[config.mk]
export PLATFORM = sky130hd
export DESIGN_NAME = alu_stream_arbiter
export DESIGN_NICKNAME = d
export VERILOG_FILES = /design/src/rtl/alu_stream_arbiter.sv
export SDC_FILE = /design/constraint.sdc
export NUM_CORES = 1
export LEC_CHECK = 0
export ABC_AREA = 0
export CAP_MARGIN = 20
export CORE_MARGIN = 1.5
export CORE_UTILIZATION = 30
export CTS_CLUSTER_DIAMETER = 60
export DETAILED_ROUTE_END_ITERATION = 6
export GPL_TIMING_DRIVEN = 0
export SLEW_MARGIN = 40
export SYNTH_ARGS = -nofsm -noshare
export SYNTH_HDL_FRONTEND = slang
export SYNTH_SLANG_ARGS = --single-unit
[constraint.sdc]
create_clock -name aclk_i -period 4.8 [get_ports aclk_i]
set_input_delay 0.96 -clock aclk_i [delete_from_list [all_inputs] [get_ports aclk_i]]
set_output_delay 0.96 -clock aclk_i [all_outputs]
set_load 0.005 [all_outputs]
[src/rtl/alu_stream_arbiter.sv]
// ============================================================================
// Module      : alu_stream_arbiter
// Description : Packet-level round-robin arbiter in front of the shared ALU,
//               with a tag FIFO that routes ALU responses back to requesters.
// Revision    : 1.0 - initial release
// ============================================================================
`default_nettype none

module alu_stream_arbiter #(
  parameter int NUM_REQ   = 2,
  parameter int TAG_DEPTH = 4
) (
  input  logic                 aclk_i,
  input  logic                 rst_i,
  input  logic [NUM_REQ-1:0]   s_axis_tvalid_i,
  output logic [NUM_REQ-1:0]   s_axis_tready_o,
  input  logic [NUM_REQ*8-1:0] s_axis_tdata_i,
  input  logic [NUM_REQ-1:0]   s_axis_tlast_i,
  output logic                 m_axis_tvalid_o,
  input  logic                 m_axis_tready_i,
  output logic [7:0]           m_axis_tdata_o,
  output logic                 m_axis_tlast_o,
  output logic [11:0]          m_axis_tuser_o,
  input  logic                 r_axis_tvalid_i,
  output logic                 r_axis_tready_o,
  input  logic [7:0]           r_axis_tdata_i,
  input  logic                 r_axis_tlast_i,
  output logic [NUM_REQ-1:0]   d_axis_tvalid_o,
  input  logic [NUM_REQ-1:0]   d_axis_tready_i,
  output logic [7:0]           d_axis_tdata_o,
  output logic                 d_axis_tlast_o
);

  localparam int PW = $clog2(TAG_DEPTH);
  localparam int CW = PW + 1;

  typedef enum logic [0:0] {
    ST_IDLE = 1'b0,
    ST_LOCK = 1'b1
  } state_t;

  state_t        r_state;
  state_t        w_state_nxt;
  logic [1:0]    r_gnt;
  logic [1:0]    r_last_gnt;
  logic [9:0]    r_beat;
  logic [1:0]    r_tags [TAG_DEPTH];
  logic [PW-1:0] r_wr_ptr;
  logic [PW-1:0] r_rd_ptr;
  logic [CW-1:0] r_count;

  logic [1:0]    w_pick;
  logic          w_any;
  logic          w_sel_valid;
  logic          w_sel_last;
  logic [7:0]    w_sel_data;
  logic [1:0]    w_head;
  logic          w_head_ready;
  logic          w_lock;
  logic          w_has_tag;
  logic          w_full;
  logic          w_push;
  logic          w_pop;
  logic          w_m_hs;

  // Round-robin pick: scanning offsets from farthest to nearest leaves the
  // nearest valid requester after last_gnt as the final assignment.
  always_comb begin
    w_pick = r_last_gnt;
    w_any  = 1'b0;
    for (int i = NUM_REQ; i >= 1; i--) begin
      for (int r = 0; r < NUM_REQ; r++) begin
        if (s_axis_tvalid_i[r] && (r == (int'(r_last_gnt) + i) % NUM_REQ)) begin
          w_pick = 2'(r);
          w_any  = 1'b1;
        end
      end
    end
  end

  always_comb begin
    w_sel_valid  = 1'b0;
    w_sel_last   = 1'b0;
    w_sel_data   = 8'h00;
    w_head_ready = 1'b0;
    for (int r = 0; r < NUM_REQ; r++) begin
      if (r_gnt == 2'(r)) begin
        w_sel_valid = s_axis_tvalid_i[r];
        w_sel_last  = s_axis_tlast_i[r];
        w_sel_data  = s_axis_tdata_i[8*r +: 8];
      end
      if (w_head == 2'(r)) begin
        w_head_ready = d_axis_tready_i[r];
      end
    end
  end

  // Reset gates every output so nothing leaks while rst_i is held.
  assign w_lock    = (r_state == ST_LOCK) && !rst_i;
  assign w_has_tag = (r_count != '0) && !rst_i;
  assign w_full    = (r_count == CW'(TAG_DEPTH));
  assign w_head    = r_tags[r_rd_ptr];

  assign m_axis_tvalid_o = w_lock && w_sel_valid;
  assign m_axis_tdata_o  = w_lock ? w_sel_data : 8'h00;
  assign m_axis_tlast_o  = w_lock && w_sel_last;
  assign m_axis_tuser_o  = w_lock ? {r_beat, r_gnt} : 12'h000;
  assign w_m_hs          = m_axis_tvalid_o && m_axis_tready_i;

  assign r_axis_tready_o = w_has_tag && w_head_ready;
  assign d_axis_tdata_o  = w_has_tag ? r_axis_tdata_i : 8'h00;
  assign d_axis_tlast_o  = w_has_tag && r_axis_tlast_i;
  assign w_pop           = r_axis_tvalid_i && r_axis_tready_o && r_axis_tlast_i;

  always_comb begin
    s_axis_tready_o = '0;
    d_axis_tvalid_o = '0;
    for (int r = 0; r < NUM_REQ; r++) begin
      s_axis_tready_o[r] = w_lock && (r_gnt == 2'(r)) && m_axis_tready_i;
      d_axis_tvalid_o[r] = w_has_tag && (w_head == 2'(r)) && r_axis_tvalid_i;
    end
  end

  always_comb begin
    w_state_nxt = r_state;
    w_push      = 1'b0;
    case (r_state)
      ST_IDLE: begin
        if (w_any && !w_full) begin
          w_push      = 1'b1;
          w_state_nxt = ST_LOCK;
        end
      end
      ST_LOCK: begin
        if (w_m_hs && w_sel_last) begin
          w_state_nxt = ST_IDLE;
        end
      end
      default: w_state_nxt = ST_IDLE;
    endcase
  end

  always_ff @(posedge aclk_i) begin
    if (rst_i) begin
      r_state <= ST_IDLE;
    end else begin
      r_state <= w_state_nxt;
    end
  end

  always_ff @(posedge aclk_i) begin
    if (rst_i) begin
      r_gnt      <= 2'b00;
      r_last_gnt <= 2'(NUM_REQ - 1);
      r_beat     <= 10'd0;
    end else if (w_push) begin
      r_gnt  <= w_pick;
      r_beat <= 10'd0;
    end else if (w_m_hs) begin
      if (r_beat != 10'h3FF) begin
        r_beat <= r_beat + 10'd1;
      end
      if (w_sel_last) begin
        r_last_gnt <= r_gnt;
      end
    end
  end

  always_ff @(posedge aclk_i) begin
    if (w_push && !rst_i) begin
      r_tags[r_wr_ptr] <= w_pick;
    end
  end

  always_ff @(posedge aclk_i) begin
    if (rst_i) begin
      r_wr_ptr <= '0;
      r_rd_ptr <= '0;
      r_count  <= '0;
    end else begin
      if (w_push) begin
        r_wr_ptr <= r_wr_ptr + PW'(1);
      end
      if (w_pop) begin
        r_rd_ptr <= r_rd_ptr + PW'(1);
      end
      case ({w_push, w_pop})
        2'b10:   r_count <= r_count + CW'(1);
        2'b01:   r_count <= r_count - CW'(1);
        default: r_count <= r_count;
      endcase
    end
  end

endmodule

`default_nettype wire
==> results of run 1 <==
[per-stage QoR]
step	hold WS, ns	util	power [W]	instances
finish	0.4763	0.4579	0.0006675	354
global route	0.4885	0.4579	0.0007129	354
CTS	0.4771	0.4579	0.0006760	354
detailed placement	0.4671	0.4439	0.0004809	346
global placement	0.4626	0.4439	0.0004784	346
floorplan	0.4519	-	0.0003972	202
[routing by layer]
layer	vias up	part of all wire
met3	5	0.085
met2	67	0.44
met1	748	0.46
li1	870	-
met5	-	0
met4	0	0.016
[registers in the layout, indices dropped and copies added (netlist names), named ones only]
name and flops:
r_beat 10, r_rd_ptr 2, r_state 1, r_last_gnt 2, r_wr_ptr 2, r_gnt 2, r_tags 8, r_count 3
[critical path: stages]
cell	delay, ns
clkdlybuf4s50_1	0.45
mux2i_1	0.12
nor4_1	0.30
clkdlybuf4s50_1	0.56
[worst max-delay path by stage]
| stage | end | slack, ns | cells past startpoint |
|---|---|---|---|
| CTS | m_axis_tuser_o[1] | 1.43 | 5 |
| global route | m_axis_tvalid_o | 1.28 | 4 |
| global placement | r_count[2] | 1.30 | 10 |
| floorplan | r_count[2] | 1.66 | 9 |
| finish | r_axis_tready_o | 1.45 | 4 |
| detailed placement | r_count[2] | 1.26 | 10 |
[cells by family after synthesis]
| logic type | after synthesis | share of synthesized area |
|---|---|---|
| buffers and inverters | 18 | 0.03765 |
| muxes | 19 | 0.1198 |
| and+or+nand+nor | 97 | 0.2950 |
| adders and majority gates | 7 | 0.05202 |
| AOI/OAI and AO/OA | 26 | 0.08693 |
| xor gates and xnor gates | 3 | 0.01438 |
| DFF | 32 | 0.3942 |
[cell usage after synthesis (2+ instances only)]
| library cell | instances |
|---|---|
| nor2_1 | 23 |
| a21oi_1 | 13 |
| nor4_1 | 3 |
| o41ai_1 | 2 |
| xor2_1 | 2 |
| mux2i_1 | 17 |
| and4_1 | 2 |
| clkbuf_1 | 5 |
| o21ai_0 | 3 |
| and3_1 | 3 |
| dfxtp_1 | 24 |
| buf_1 | 2 |
| or4_1 | 5 |
| nand2b_1 | 2 |
| inv_1 | 10 |
| o31ai_1 | 5 |
| nand3_1 | 7 |
| edfxtp_1 | 8 |
| nor3b_1 | 2 |
| nand2_1 | 12 |
| ha_1 | 6 |
| and2_1 | 25 |
| nand4_1 | 2 |
| or3_1 | 2 |
| nor3_1 | 2 |
[layout make-up]
cell class | instances | area share
flip-flops and latches | 32 | 0.2674
well taps | 75 | 0.03482
clock buffers | 5 | 0.02553
clock inverters | 3 | 0.005107
multi-input cells | 152 | 0.3853
repair buffers | 69 | 0.2563
plain buffers | 8 | 0.01161
inverters | 10 | 0.01393
[where the power goes]
group	switching, W	internal [W]	total (W)
registers	0.0000106	0.000291	0.000302
clock network	0.0000972	0.0000982	0.000195
logic	0.0000767	0.0000938	0.000170
==> metrics.md, run 1 <==
| Metric | Value |
|---|---|
| Clk_skew | 0.005506 ns |
| Synth-to-Final Area Change | 47.43% |
| Critical-path maximum fanout | 4 |
| CTS tree | done |
| RSZ-0062 raised after global routing | false |
| H-Tree Depth | 2 |
| VDD IR max | 0.0001193 V |
| Global routing met2 resource utilization | 0.2267 |
| Max-cap violations | 0 |
| Fin area | about 2700 um2 |
| Die area | 6571 um2 |
| Clock Tree Root | clkbuf_8 |
| 1st-pass router iterations | 4 |
| Lkg Pwr | 0.9531 nW |
| Die width | about 80 um |
| Period utilization | 0.6983 |
| Final hold vios | 0 |
| Flop-to-flop setup slack | around 1.8 ns |
| Core area | slightly below 6000 um2 |
| Commonest non-fill, non-tap cell in the layout | clkdlybuf4s50_1 |
| Setup TNS | 0 ns |
| Met1 Track Usage GR | 0.1737 |
| Area of the multi-input gates | between 1000 and 1500 um2 |
| PwrDens | roughly 250 nW/um2 |
| GRT met3 Usage | 0.05056 |
| FF-to-FF path depth | 9 |
| Worst Hold Class | reg2reg |
| Total gr overflow | 0 |
| Clk buf depth | 2 |
| Ys Warns | 0 |
| Slew @ Worst Pin | just over 0.6 ns |
| Final net count | between 300 and 400 |
| Setup Viol. Count Final | 0 |
| Most Used Layer, Global Route | met2 |
| Clock transition at path regs | 0.06 ns |
| Die Height | approximately 81 um |
| Final Wtd Congestion | approximately 0.75 |
| # resized after CTS | 0 |
| Fillers | around 600 |
| Tmin final | ~3.4 ns |
| Relative slew margins | 0.5842 |
| Most frequent cells in the layout | clkdlybuf4s50_1, and2_1, dfxtp_1 |
| Seq cells post-synth | 32 |
| Synth top area share | 0.2628 |
| Place WS | around 1.3 ns |
| WL/cell | roughly 12 um |
| Port buffer count | slightly below 70 |
| Setup Buffers After CTS | 0 |
| EDFF count, synth | 8 |
| Gr usage total | 0.1413 |
| Share of layout cells above drive strength 1 | 0.04301 |
| Clock Latency Late Sink | approximately 0.28 ns |
| Most used DFF post-synth | dfxtp_1 |
| Drt drc | 0 |
| WHS Path Cells | 1 |
| Fmax | 298.3 MHz |
| Distinct cells, synth | 40 |
| Routed wire length | approximately 4.2 mm |
| DPL Wire Length | between 3 and 4 mm |
| Critical path origin | d_axis_tready_i[1] |
| Global-route wire length before repair | about 7.2 mm |
| Synth Instances | roughly 200 |
| WP data required | 3.84 ns |
| Worst path arrival time | 2.39 ns |
| Initial DRC Count | 52 |
| Register area | roughly 700 um2 |
| Element type at the critical path start | primary input |
| Post-Syn Area per Cell | just over 9 um2 |
| Run status | complete, no violations |
| Post-Place Cell Area | between 2000 and 3000 um2 |
| Final ANT Viol Nets | 0 |
| PnR worst setup slack | between 1 and 1.5 ns |
| Starting Density | 0.3106 |
| Max Slew Vio Count | 0 |
| Vias in the first global route | approximately 1600 |
| Ys async rst share | 0 |
| Initial antenna violation count | 0 |
| Core Rows | 28 |
| Largest net degree at the start of global routing | 11 |
| Crit Path Class | in2out |
| Vias/cell | between 4 and 5 |
| CP Capture Type | output port |
| Critical R2R Capture | r_count[2] |
| Hold EP | r_last_gnt[1] |
| Num CTS Buffers | 5 |
| Routed vias | between 1500 and 2000 |
| Synth Net Count | between 200 and 250 |
| Post-CTS Hold Fix Bufs | 0 |
| Proportion of synthesized chip area in sequential cells | 0.3943 |
| Boundary pin count | between 70 and 80 |
| Cell Area, Synth | 1828 um2 |
| Post-synth top area cell | dfxtp_1 |
| Diodes inserted | 0 |
| Area contributors post-synth | dfxtp_1, edfxtp_1, mux2i_1, and2_1, nor2_1 |
| Sink Count | 32 |
| Hold Startpoint | r_last_gnt[1] |
Note: power is estimated with default switching activity, not from simulation.
==> run 2: changes to the inputs <==
==> constraint.sdc (replaced) <==
create_clock -name aclk_i -period 2.7 [get_ports aclk_i]
set_input_delay 0.54 -clock aclk_i [delete_from_list [all_inputs] [get_ports aclk_i]]
set_output_delay 0.54 -clock aclk_i [all_outputs]
set_load 0.005 [all_outputs]
==> run 2 against run 1 <==
The run now ends with setup timing left. Sequential power increased by 78%. Flip-flop and latch count did not move. Setup slack worse by 1.5 ns. Die area unchanged. Via count grew 1.0%. Combinational power is 86% higher. Sequential share of layout area shrank 0.50 points. Cell count up 0.85%. Total power increased by 78%. Non-clock buffer count up 4. Final area rose by 2.1%. Register-to-register slack got worse by 1.8 ns. Critical endpoint is now r_count[2]. Largest power group unchanged.
==> metrics.md, run 2 (synthesis results as in run 1) <==
| Metric | Value |
|---|---|
| Hold Slack | 0.4702 ns |
| CTS tree | done |
| Share of layout cells above drive strength 1 | 0.07801 |
| Sw frac | 0.2692 |
| Lkg Pwr | roughly 1 nW |
| Core Rows | 28 |
| Commonest non-fill, non-tap cell in the layout | clkdlybuf4s50_1 |
| Sequential power share | 0.451 |
| Setup Viol. Count Final | 1 |
| Most frequent cells in the layout | clkdlybuf4s50_1, and2_1, dfxtp_1 |
| Diodes inserted | 0 |
| Die width | 81.06 um |
| Routed vias | around 1700 |
| Critical-path maximum fanout | 3 |
| Vias/cell | around 4.8 |
| Tmin final | about 2.7 ns |
| Run status | finished with violations |
| Switch Pwr | about 0.00032 W |
| Final net count | about 320 |
| VDD IR max | between 0.00015 and 0.0002 V |
| Period utilization | 1.011 |
| Die area | 6571 um2 |
| Clk buf depth | 2 |
| Final ANT Viol Nets | 0 |
| Core area | just under 6000 um2 |
| Max-cap violations | 0 |
| Cell-internal power | between 0.0008 and 0.0009 W |
| Top flop regs | r_beat (10), r_tags (8), r_count (3) |
| 1st-pass router iterations | 4 |
| Drt drc | 0 |
| Vias in the first global route | ~1700 |
| Boundary pin count | 71 |
| Clock Power Share | 0.282 |
| Max Slew Vio Count | 0 |
| WP data required | between 2 and 3 ns |
| Post-CTS Hold Fix Bufs | 0 |
| Element type at the critical path start | flip-flop |
| Total Power | between 0.001 and 0.0015 W |
| Gr usage total | 0.1500 |
| PwrDens | about 430 nW/um2 |
| Worst path arrival time | 2.94 ns |
| Total gr overflow | 0 |
| Clock transition at path regs | around 0.060 ns |
| DPL Wire Length | ~3.4 mm |
| Sink Count | 32 |
| Routed wire length | approximately 4.4 mm |
| Relative slew margins | 0.6246 |
| Max reg flops | 10 |
| Initial DRC Count | 57 |
| Initial antenna violation count | 0 |
| Post-Place Cell Area | 2623 um2 |
| Global-route wire length before repair | between 7 and 8 mm |
| Largest net degree at the start of global routing | 11 |
| Place WS | -0.3850 ns |
| Clk_skew | about 0.0043 ns |
| Largest Register | r_beat |
| Clock Latency Late Sink | 0.28 ns |
| Clock Tree Root | clkbuf_8 |
| CP Capture Type | flip-flop |
| Failing checks | setup timing |
| Synth-to-Final Area Change | 50.51% |
| H-Tree Depth | 2 |
| Global routing met2 resource utilization | 0.2392 |
| RSZ-0062 raised after global routing | true |
| Met1 Track Usage GR | 0.1900 |
| WL/cell | 12.36 um |
| Die Height | approximately 81 um |
| Starting Density | 0.3106 |
| Slew @ Worst Pin | between 0.5 and 0.6 ns |
| Port buffer count | 69 |
| Final Wtd Congestion | between 0.7 and 0.8 |
| Fin area | roughly 2800 um2 |
| GRT met3 Usage | 0.04157 |
| Fmax | around 370 MHz |
| Comb pwr share | 0.267 |
| Num CTS Buffers | 5 |
| Flop-to-flop setup slack | -0.03 ns |
| PnR worst setup slack | -0.02954 ns |
| Crit Path Class | reg2reg |
| Worst Hold Class | reg2reg |
| Most Used Layer, Global Route | met2 |
| Final hold vios | 0 |
==> run 2: cell count changes in the layout (fill, tap and decap cells not counted), sizes merged <==
cell	change
buf	+3
clkbuf	+3
clkdlybuf4s50	-3
clkinv	-3
dlymetal6s2s	+2
dlygate4sd2	+1
==> run 2: area by class of cell <==
class,instances,area (um2)
Clock buffer,7,76.32
Fill cell,593,3134
Multi-Input combinational cell,152,1065
Timing Repair Buffer,73,724.4
Tap cell,75,93.84
Sequential cell,32,721.9
Inverter,10,37.54
Buffer,8,32.53
==> run 2: worst max-delay path, cell delays in order (launching register included) <==
cell and delay, ns:
dfxtp_2 0.34, mux4_2 0.50, or4_4 0.56, nor2_4 0.15, ha_4 0.14, inv_1 0.05
fa_2 0.33, xor2_1 0.16, or3_1 0.33, a21oi_2 0.12
==> run 2: power groups by stage <==
stage	logic (W)	clock network (W)	registers, W
finish	0.000317	0.000335	0.000537
global route	0.000361	0.000375	0.000542
CTS	0.000320	0.000351	0.000537
detailed placement	0.000311	0	0.000547
global placement	0.000308	0	0.000546
floorplan	0.000167	0	0.000542
==> run 2: metrics by stage <==
step / TNS (ns) / std cells / util
after floorplan: 0 / 202 / -
after global placement: -0.4819 / 346 / 0.4456
after detailed placement: -0.5444 / 346 / 0.4456
after CTS: 0 / 355 / 0.4628
after global routing: -0.1328 / 357 / 0.4675
final: -0.02954 / 357 / 0.4675
==> run 2: timing repair <==
action | 4_1_cts | 5_1_grt
setup endpoints to repair | 2 | 11
gates resized for setup | 5 | 5
pin swaps | 1 | 5
setup buffers | 2 | 2
==> run 2: final timing paths <==
path / start / endpoint / depth (start not counted)
setup / recovery: flip-flop / r_count[2] / 9
hold reg to reg: r_last_gnt[1] / r_last_gnt[1] / 1
setup reg to reg: flip-flop / r_count[2] / 9
hold / removal: r_last_gnt[1] / r_last_gnt[1] / 1
==> run 2: layer usage <==
layer  vias to the layer above  part of all wire
met1                       759              0.47
met3                         5             0.076
li1                        877                 -
met5                         -                 0
met2                        66              0.44
met4                         0             0.017
==> run 3: changes to the inputs <==
--- a/config.mk
+++ b/config.mk
@@ -5,7 +5,7 @@
 export SDC_FILE = /design/constraint.sdc
 export NUM_CORES = 1
 export LEC_CHECK = 0
-export ABC_AREA = 0
+export ABC_AREA = 1
 export CAP_MARGIN = 20
 export CORE_MARGIN = 1.5
 export CORE_UTILIZATION = 30
==> run 3 against run 2 <==
The flow now finishes without violations. Sequential share of layout area decreased by 1.3 points. Hold slack got worse by 0.016 ns. Cell count increased by 24%. Non-clock buffer count decreased by 4. Die area increased by 6.6%. Clock power increased by 32%. Synthesized cell count increased by 44%. Register-to-register slack improved by 0.47 ns.
==> metrics.md, run 3 <==
| Metric | Value |
|---|---|
| Synth Net Count | between 300 and 400 |
| Most frequent cells in the layout | clkdlybuf4s50_1, nand2_1, inv_1, nor2_1, nand3_1 |
| Gr usage total | 0.1352 |
| Largest net degree at the start of global routing | 11 |
| Max Slew Vio Count | 0 |
| Final net count | a little over 400 |
| Final core occ | 0.4570 |
| Fin cells | 444 |
| Distinct cells, synth | 27 |
| Sequential power share | 0.420 |
| Synth cell count leaders | nand2_1, inv_1, nor2_1, nand3_1, dfxtp_1 |
| Clk_skew | slightly above 0.008 ns |
| Die Height | 83.71 um |
| Clock Tree Root | clkbuf_8 |
| PwrDens | 435.4 nW/um2 |
| Commonest non-fill, non-tap cell in the layout | clkdlybuf4s50_1 |
| Port buffer count | 70 |
| Worst Hold Class | reg2reg |
| Initial antenna violation count | 0 |
| Core Rows | 29 |
| Switch Pwr | approximately 0.00032 W |
| Most used DFF post-synth | dfxtp_1 |
| Sw frac | 0.2561 |
| Total gr overflow | 0 |
| Setup Buffers After CTS | 0 |
| Final Wtd Congestion | between 0.7 and 0.8 |
| Drt drc | 0 |
| WP data required | between 2 and 2.5 ns |
| Comb pwr share | 0.229 |
| Starting Density | 0.3096 |
| Ys Warns | 0 |
| Boundary pin count | 71 |
| Cell-internal power | 0.0009345 W |
| RSZ-0062 raised after global routing | false |
| Die area | ~7000 um2 |
| Worst path arrival time | between 2 and 2.5 ns |
| Clock transition at path regs | about 0.06 ns |
| Proportion of synthesized chip area in sequential cells | 0.3688 |
| Post-Route M1 WL | 2.165 mm |
| Vias/cell | around 4.6 |
| Cell Area, Synth | between 1500 and 2000 um2 |
| Sink Count | 32 |
| Lkg Pwr | 1.169 nW |
| EDFF count, synth | 8 |
| Metal2 WL | 2.143 mm |
| Global-route wire length before repair | slightly above 8 mm |
| CP Capture Type | output port |
| Largest Register | r_beat |
| Placed insts | 437 |
| Clk buf depth | 2 |
| Top flop regs | r_beat (10), r_tags (8), r_count (3) |
| Core area | around 6300 um2 |
| Post-CTS Hold Fix Bufs | 0 |
| Clock Latency Late Sink | between 0.2 and 0.3 ns |
| Synth-to-Final Area Change | 47.63% |
| Routed vias | ~2000 |
| Period utilization | 0.9503 |
| Post-Place Cell Area | around 2800 um2 |
| Final hold vios | 0 |
| Setup Viol. Count Final | 0 |
| Ys async rst share | 0 |
| Diodes inserted | 0 |
| Share of layout cells above drive strength 1 | 0.07357 |
| Die width | between 80 and 90 um |
| Post-synth top area cell | dfxtp_1 |
| Routed wire length | ~4.6 mm |
| Fin area | 2885 um2 |
| Clock Power Share | 0.351 |
| Run status | complete, no violations |
| Synth top area share | 0.2458 |
| Fmax | between 300 and 400 MHz |
| WL/cell | approximately 10 um |
| H-Tree Depth | 2 |
| Element type at the critical path start | primary input |
| Synth Instances | 290 |
| Critical-path maximum fanout | 10 |
| Num CTS Buffers | 5 |
| Tmin final | roughly 2.6 ns |
| Area contributors post-synth | dfxtp_1, edfxtp_1, nand2_1, inv_1, nor2_1 |
| Max Used Layer | met4 |
| Slew @ Worst Pin | ~0.54 ns |
| Max-cap violations | 0 |
| Post-Syn Area per Cell | approximately 6.7 um2 |
| Initial DRC Count | 64 |
| Most common cell in the netlist | nand2_1 |
| VDD IR max | roughly 0.00025 V |
| Met3 routed WL | around 280 um |
| DPL Wire Length | approximately 3.7 mm |
| Crit Path Class | in2out |
| Max reg flops | 10 |
| Vias in the first global route | ~1800 |
| 1st-pass router iterations | 4 |
| Relative slew margins | 0.6365 |
| Total Power | between 0.001 and 0.0015 W |
| Final ANT Viol Nets | 0 |
| Seq cells post-synth | 32 |
| CTS tree | done |
## run 3: changes by cell type in the layout (fill, tap and decap cells not counted), sizes merged, moves of 10 or more
cell,previous run,this run
a21oi,13,23
nand2,12,57
nor2,23,49
o21ai,3,13
mux2i,17,0
nand3,7,33
inv,10,49
and2,25,0
## run 3: layout make-up
| class | count | area (um2) |
|---|---|---|
| inverter | 49 | 183.9 |
| timing repair buffer | 70 | 699.4 |
| tap | 77 | 96.34 |
| clock inverter | 2 | 35.03 |
| fill | 662 | 3428 |
| clock buffer | 6 | 72.57 |
| sequential | 32 | 720.7 |
| buffer | 7 | 60.06 |
| multi-input combinational | 201 | 1017 |
## run 3: final timing paths
kind | slack, ns | depth (start not counted) | start | end
min | 0.45 | 2 | r_last_gnt[1] | r_last_gnt[1]
max reg2reg | 0.44 | 15 | flip-flop | r_count[2]
max | 0.13 | 7 | rst_i | r_axis_tready_o
min reg2reg | 0.45 | 2 | r_last_gnt[1] | r_last_gnt[1]
## run 3: what timing repair did
item                       in CTS  in global routing
gates cloned                    0                  0
pin swaps                       0                  0
resized for setup              10                  1
setup endpoints to repair      31                  2
## run 3: worst max-delay path, cell delays in order
cell             delay, ns
dlygate4sd2_1         0.28
inv_1                 0.10
buf_6                 0.14
nand2_1               0.12
clkbuf_4              0.21
a21oi_1               0.12
clkdlybuf4s50_1       0.51
## run 3: metal layers
metal | vias up | track usage
met2 | 65 | 0.2258
met1 | 902 | 0.1806
met3 | 3 | 0.02967
li1 | 1065 | -
met5 | - | 0
met4 | 0 | 0.02683
## run 3: cell families (layout without fill, tap and decap cells)
family,after synthesis,after routing,share of synthesized area
simple gates,150,150,0.3368
buf+inv,57,134,0.1146
compound gates,38,38,0.1044
flops,32,32,0.3688
fa+ha+maj,7,7,0.04865
xor+xnor,6,6,0.02689
## run 3: power by group through the flow
stage	Combinational, W	Sequential (W)	Clock [W]
after detailed placement	0.000282	0.000538	0
after floorplan	0.000148	0.000535	0
final	0.000288	0.000528	0.000441
after CTS	0.000292	0.000528	0.000455
after global routing	0.000325	0.000531	0.000482
after global placement	0.000281	0.000537	0
## run 3: metrics by stage
step	setup TNS (ns)	hold WS, ns	worst slack (ns)
after global routing	0	0.4857	0.02167
after CTS	0	0.4535	0.1423
after detailed placement	-7.764	0.4440	-0.3309
after global placement	-7.726	0.4362	-0.2974
final	0	0.4545	0.1342
after floorplan	0	0.4224	0.4391
